$ cat src/rtl/nibble_demux_pkg.sv
// Shared sizing and state encoding for the nibble demux write path.
package nibble_demux_pkg;
  localparam int WIDTH = 4;
  localparam int DEPTH = 8;
  localparam int PTR_W = 3;

  typedef enum logic {
    ST_FILL = 1'b0,
    ST_PEND = 1'b1
  } state_t;
endpackage

$ cat src/rtl/nibble_demux_1x8_bank.sv
// 8 x WIDTH register file: one write port plus a parallel load, reset to 0.
// Registered, one-cycle write latency; parallel load takes priority over the write port.
module nibble_bank
  import nibble_demux_pkg::*;
(
  input  logic                         clk,
  input  logic                         reset_n,
  input  logic                         i_we,
  input  logic [PTR_W-1:0]             i_addr,
  input  logic [WIDTH-1:0]             i_wdat,
  input  logic                         i_load,
  input  logic [DEPTH-1:0][WIDTH-1:0]  i_load_dat,
  output logic [DEPTH-1:0][WIDTH-1:0]  o_q
);
  logic [DEPTH-1:0][WIDTH-1:0] r_q;

  always_ff @(posedge clk or negedge reset_n) begin
    if (!reset_n) begin
      r_q <= '0;
    end else if (i_load) begin
      r_q <= i_load_dat;
    end else if (i_we) begin
      r_q[i_addr] <= i_wdat;
    end
  end

  assign o_q = r_q;
endmodule

$ cat src/rtl/nibble_demux_1x8.sv
// 1-to-8 registered nibble demux; slots update one cycle after write/commit. NIBBLE_DEMUX_DOUBLE_BUFFER_EN
// adds a shadow bank and a PEND state (in_ready low) while hold defers a completed frame.
module nibble_demux_1x8
  import nibble_demux_pkg::*;
(
  input  logic              clk,
  input  logic              reset_n,
  input  logic              in_valid,
  output logic              in_ready,
  input  logic [WIDTH-1:0]  in_data,
  input  logic              in_sof,
  input  logic              hold,
  output logic [WIDTH-1:0]  x0,
  output logic [WIDTH-1:0]  x1,
  output logic [WIDTH-1:0]  x2,
  output logic [WIDTH-1:0]  x3,
  output logic [WIDTH-1:0]  x4,
  output logic [WIDTH-1:0]  x5,
  output logic [WIDTH-1:0]  x6,
  output logic [WIDTH-1:0]  x7,
  output logic [PTR_W-1:0]  wr_ptr,
  output logic              frame_done,
  output logic              frame_abort
);
  logic [PTR_W-1:0]            r_ptr;
  logic                        r_done;
  logic                        r_abort;
  logic                        w_acc;
  logic [PTR_W-1:0]            w_slot;
  logic                        w_last;
  logic                        w_done_set;
  logic [DEPTH-1:0][WIDTH-1:0] w_q;

  assign w_acc  = in_valid && in_ready;
  assign w_slot = in_sof ? '0 : r_ptr;
  assign w_last = w_acc && (w_slot == PTR_W'(DEPTH - 1));

`ifdef NIBBLE_DEMUX_DOUBLE_BUFFER_EN
  state_t                      r_state;
  logic                        w_commit;
  logic [DEPTH-1:0][WIDTH-1:0] w_shadow;
  logic [DEPTH-1:0][WIDTH-1:0] w_load_dat;

  assign in_ready   = (r_state == ST_FILL);
  assign w_commit   = !hold && (w_last || (r_state == ST_PEND));
  assign w_done_set = w_commit;

  // Committing on the slot-7 edge must include the beat being written right now.
  always_comb begin
    w_load_dat = w_shadow;
    if (w_last) begin
      w_load_dat[DEPTH-1] = in_data;
    end
  end

  nibble_bank u_shadow (
    .clk        (clk),
    .reset_n    (reset_n),
    .i_we       (w_acc),
    .i_addr     (w_slot),
    .i_wdat     (in_data),
    .i_load     (1'b0),
    .i_load_dat ('0),
    .o_q        (w_shadow)
  );

  nibble_bank u_out (
    .clk        (clk),
    .reset_n    (reset_n),
    .i_we       (1'b0),
    .i_addr     ('0),
    .i_wdat     ('0),
    .i_load     (w_commit),
    .i_load_dat (w_load_dat),
    .o_q        (w_q)
  );

  always_ff @(posedge clk or negedge reset_n) begin
    if (!reset_n) begin
      r_state <= ST_FILL;
    end else begin
      case (r_state)
        ST_FILL: if (w_last && hold) r_state <= ST_PEND;
        ST_PEND: if (!hold)          r_state <= ST_FILL;
        default:                     r_state <= ST_FILL;
      endcase
    end
  end
`else
  logic w_unused_hold;

  assign w_unused_hold = hold;
  assign in_ready      = 1'b1;
  assign w_done_set    = w_last;

  nibble_bank u_out (
    .clk        (clk),
    .reset_n    (reset_n),
    .i_we       (w_acc),
    .i_addr     (w_slot),
    .i_wdat     (in_data),
    .i_load     (1'b0),
    .i_load_dat ('0),
    .o_q        (w_q)
  );
`endif

  always_ff @(posedge clk or negedge reset_n) begin
    if (!reset_n) begin
      r_ptr   <= '0;
      r_done  <= 1'b0;
      r_abort <= 1'b0;
    end else begin
      if (w_acc) begin
        r_ptr <= in_sof ? PTR_W'(1) : r_ptr + PTR_W'(1);
      end
      r_done  <= w_done_set;
      r_abort <= w_acc && in_sof && (r_ptr != '0);
    end
  end

  assign x0          = w_q[0];
  assign x1          = w_q[1];
  assign x2          = w_q[2];
  assign x3          = w_q[3];
  assign x4          = w_q[4];
  assign x5          = w_q[5];
  assign x6          = w_q[6];
  assign x7          = w_q[7];
  assign wr_ptr      = r_ptr;
  assign frame_done  = r_done;
  assign frame_abort = r_abort;
endmodule

$ cat config.mk
export PLATFORM = sky130hd
export DESIGN_NAME = nibble_demux_1x8
export DESIGN_NICKNAME = d
export VERILOG_FILES = /design/src/rtl/nibble_demux_pkg.sv /design/src/rtl/nibble_demux_1x8_bank.sv /design/src/rtl/nibble_demux_1x8.sv
export SDC_FILE = /design/constraint.sdc
export NUM_CORES = 1
export LEC_CHECK = 0
export CAP_MARGIN = 20
export CORE_MARGIN = 8
export CORE_UTILIZATION = 41
export DETAILED_ROUTE_END_ITERATION = 10
export PLACE_DENSITY = 0.75
export SYNTH_ARGS = -nofsm -noshare
export SYNTH_HDL_FRONTEND = slang
export SYNTH_SLANG_ARGS = --single-unit
$ cat constraint.sdc
create_clock -name clk -period 1.2 [get_ports clk]
set_input_delay 0.3 -clock clk [delete_from_list [all_inputs] [get_ports clk]]
set_output_delay 0.3 -clock clk [all_outputs]
set_load 0.03 [all_outputs]
==> metrics.csv <==
stage,metric,value,unit
clock_network,cts_max_path_buffers,2,
clock_network,cts.sinks,37,
cells_and_area,drive_above_1_share,69.0,%
floorplanning,start_util,42.0,%
logic_synthesis,yosys.area.top_type,dfrtp_1,
routing,ant_nets,0,
timing,tns,-5570,ps
floorplanning,ios,47,
logic_synthesis,yosysWarnings,0,
timing,fin_ws,-205,ps
cells_and_area,final_net_count,181,
logic_synthesis,syn_inst,100,
critical_path,cp_data_arrival_time,1580,ps
global_route,grt_pass1_wl,6.18,mm
clock_network,cts_max_level,2,
routing,drt-initial-drc-count,65,
floorplanning,die_w,76.8,µm
hold_path,min_path_type,primary input to asynchronous set/reset pin,
cells_and_area,final_cell_mix,"buf_4 (50), dfrtp_1 (34), mux2_4 (26), buf_6 (8)",
critical_path,crit_family,flip-flops,
global_route,overflow,0,
critical_path,worstRegToRegCells,4,
clock_network,cts_tree,yes,
critical_path,cp-end-kind,flip-flop,
global_route,antenna_found_initial,0,
clock_network,clock_latency,290,ps
routing,routed_wl,3.89,mm
critical_path,crit_slowest_cell,dfrtp_2,
cells_and_area,fillCellCount,256,
timing,final_max_slew_viol_count,0,
critical_path,cp-start-kind,flip-flop,
critical_path,crit_path_start,wr_ptr[0],
power_and_ir_drop,powerDensity,2500,nW/µm²
cells_and_area,mostFrequentLayoutCell,buf_4,
placed_design,preCtsSetupSlack,-651,ps
logic_synthesis,synth_nets,111,
logic_synthesis,synth-seq-cells,37,
power_and_ir_drop,ir_worst_vdd,0.00115,V
routing,num_vias,1060,
critical_path,max_stage_delay,450,ps
floorplanning,die_y,76.8,µm
critical_path,regToRegStartpoint,wr_ptr[0],
routing,wl_per_cell,17.8,µm
logic_synthesis,syn_avg_cell_area,15.1,µm²
global_route,grt_max_degree,38,
floorplanning,core_area,3610,µm²
critical_path,worst-path-stages,4,
timing,period_needed,1410,ps
clock_network,hold_buffers,0,
timing,setup_viol,37,
timing,max_freq,712,MHz
power_and_ir_drop,p_leak,0.00118,µW
critical_path,cp.required,1380,ps
flow_run,cap_violations,0,
run_status,status,"complete, but fails checks",
clock_network,cts-root-buf,clkbuf_8,
routing,avgViaCountPerCell,4.84,
routing,drc,0,
placed_design,place_hpwl,2.53,mm
logic_synthesis,ys_types,24,
cells_and_area,syn_to_final_growth,57.6,%
global_route,groute.usage.overall,13.2,%
critical_path,reg2reg_to,u_out.o_q[14],
critical_path,endpoint,u_out.o_q[14],
global_route,first_global_vias,1170,
run_status,violations,negative setup slack,
logic_synthesis,yosysSeqAreaShare,61.2,%
floorplanning,rows,22,
timing,post-route-period-util,117,%
critical_path,worstSetupPathType,flip-flop to flip-flop,
logic_synthesis,synthTopCellsByArea,"dfrtp_1 (61%), mux2_2 (21%), mux2_4 (4.0%), ha_1 (1.7%), nand3b_4 (1.3%)",
clock_network,cts_made_buffers,5,
timing,clock_skew,6.83,ps
timing,finalHoldViolCount,0,
critical_path,crit_path_max_fanout,5,
routing,firstDrtPassIters,4,
logic_synthesis,synth_area,1510,µm²
critical_path,worst-path-buf-inv,1,
placed_design,port_buffers,44,
critical_path,worst-r2r-setup-slack,-210,ps
logic_synthesis,synth_top_area_share,61.2,%
critical_path,worstPathCellList,"buf_4, nand2_2, and2b_2, mux2_4",
timing,rsz0062_at_grt,true,
placed_design,place_congestion,0.849,
floorplanning,dieArea,5890,µm²
clock_network,path_clk_slew,70,ps
cells_and_area,antenna_cells,0,
worst min-delay path by stage:
stage | slack [ps] | startpoint | depth (start not counted) | endpoint
detailed placement | 500 | u_out.o_q[29] | 1 | u_out.o_q[29]
floorplan | 4 | reset_n | 0 | frame_abort
global route | 400 | reset_n | 2 | u_out.o_q[28]
CTS | 390 | reset_n | 2 | u_out.o_q[5]
finish | 380 | reset_n | 2 | wr_ptr[2]
global placement | 490 | u_out.o_q[10] | 1 | u_out.o_q[10]
stage by stage:
| step | cells | total power [µW] | cell area, µm² | hold WS (ps) | util [%] |
|---|---|---|---|---|---|
| 2_1_floorplan | 100 | 3560 | 1560 | 4.41 | - |
| 3_3_place_gp | 206 | 4590 | 2090 | 492 | 57.8 |
| 3_5_place_dp | 206 | 4640 | 2090 | 497 | 57.8 |
| 4_1_cts | 219 | 5890 | 2320 | 393 | 64.4 |
| 5_1_grt | 219 | 6220 | 2390 | 400 | 66.2 |
| 6_report | 219 | 5960 | 2390 | 380 | 66.2 |
layout make-up:
type,instances,area (µm²),share of cell area [%]
repair buffers,66,553,23.2
clock inverters,2,37.5,1.57
multi-input cells,57,709,29.7
clock buffers,6,82.6,3.46
well taps,48,60.1,2.52
flip-flops and latches,37,930,39.0
inverters,3,13.8,0.577
Yosys cell counts, drive strengths merged:
master / n
a21oi: 2
and2b: 1
buf: 2
clkbuf: 1
conb: 1
dfrtp: 37
ha: 2
inv: 3
mux2: 32
nand2: 3
nand3: 2
nand3b: 2
nor2: 2
nor2b: 1
nor3: 3
nor3b: 1
o21a: 2
o21ai: 1
o22ai: 1
or3: 1
metal layers:
metal  part of all wire (%)  vias to the layer above  global-route usage (%)
met4                    2.2                        0                    7.50
met3                    7.4                        7                    4.43
met5                      0                        -                       0
li1                       -                      490                       -
met1                     41                      527                    15.1
met2                     49                       36                    21.0
cells by family after synthesis:
family | after synthesis | share of synthesized area [%]
AO/OA/AOI/OAI | 6 | 2.40
adder cells (fa/ha/maj) | 2 | 1.65
buffers and inverters | 6 | 1.90
flip-flops | 37 | 61.2
multiplexers | 32 | 24.8
other | 1 | 0.248
AND/OR/NAND/NOR | 16 | 7.85
flip-flops by register name (all words and copies together), names as in the netlist:
signal and flops:
frame_abort 1, frame_done 1, u_out.o_q 32, wr_ptr 3
where the power goes:
group | leakage, µW | switching [µW] | internal (µW)
registers | 0.000460 | 332 | 1720
clock network | 0.0000574 | 444 | 675
logic | 0.000659 | 1500 | 1290
what timing repair did:
| item | 4_1_cts | 5_1_grt |
|---|---|---|
| endpoints found under the setup margin | 37 | 38 |
| pin swaps | 4 | 3 |
| cloned | 0 | 0 |
| gates resized for setup | 23 | 16 |
| setup buffers | 5 | 0 |
Power figures use the tool's default switching activity.
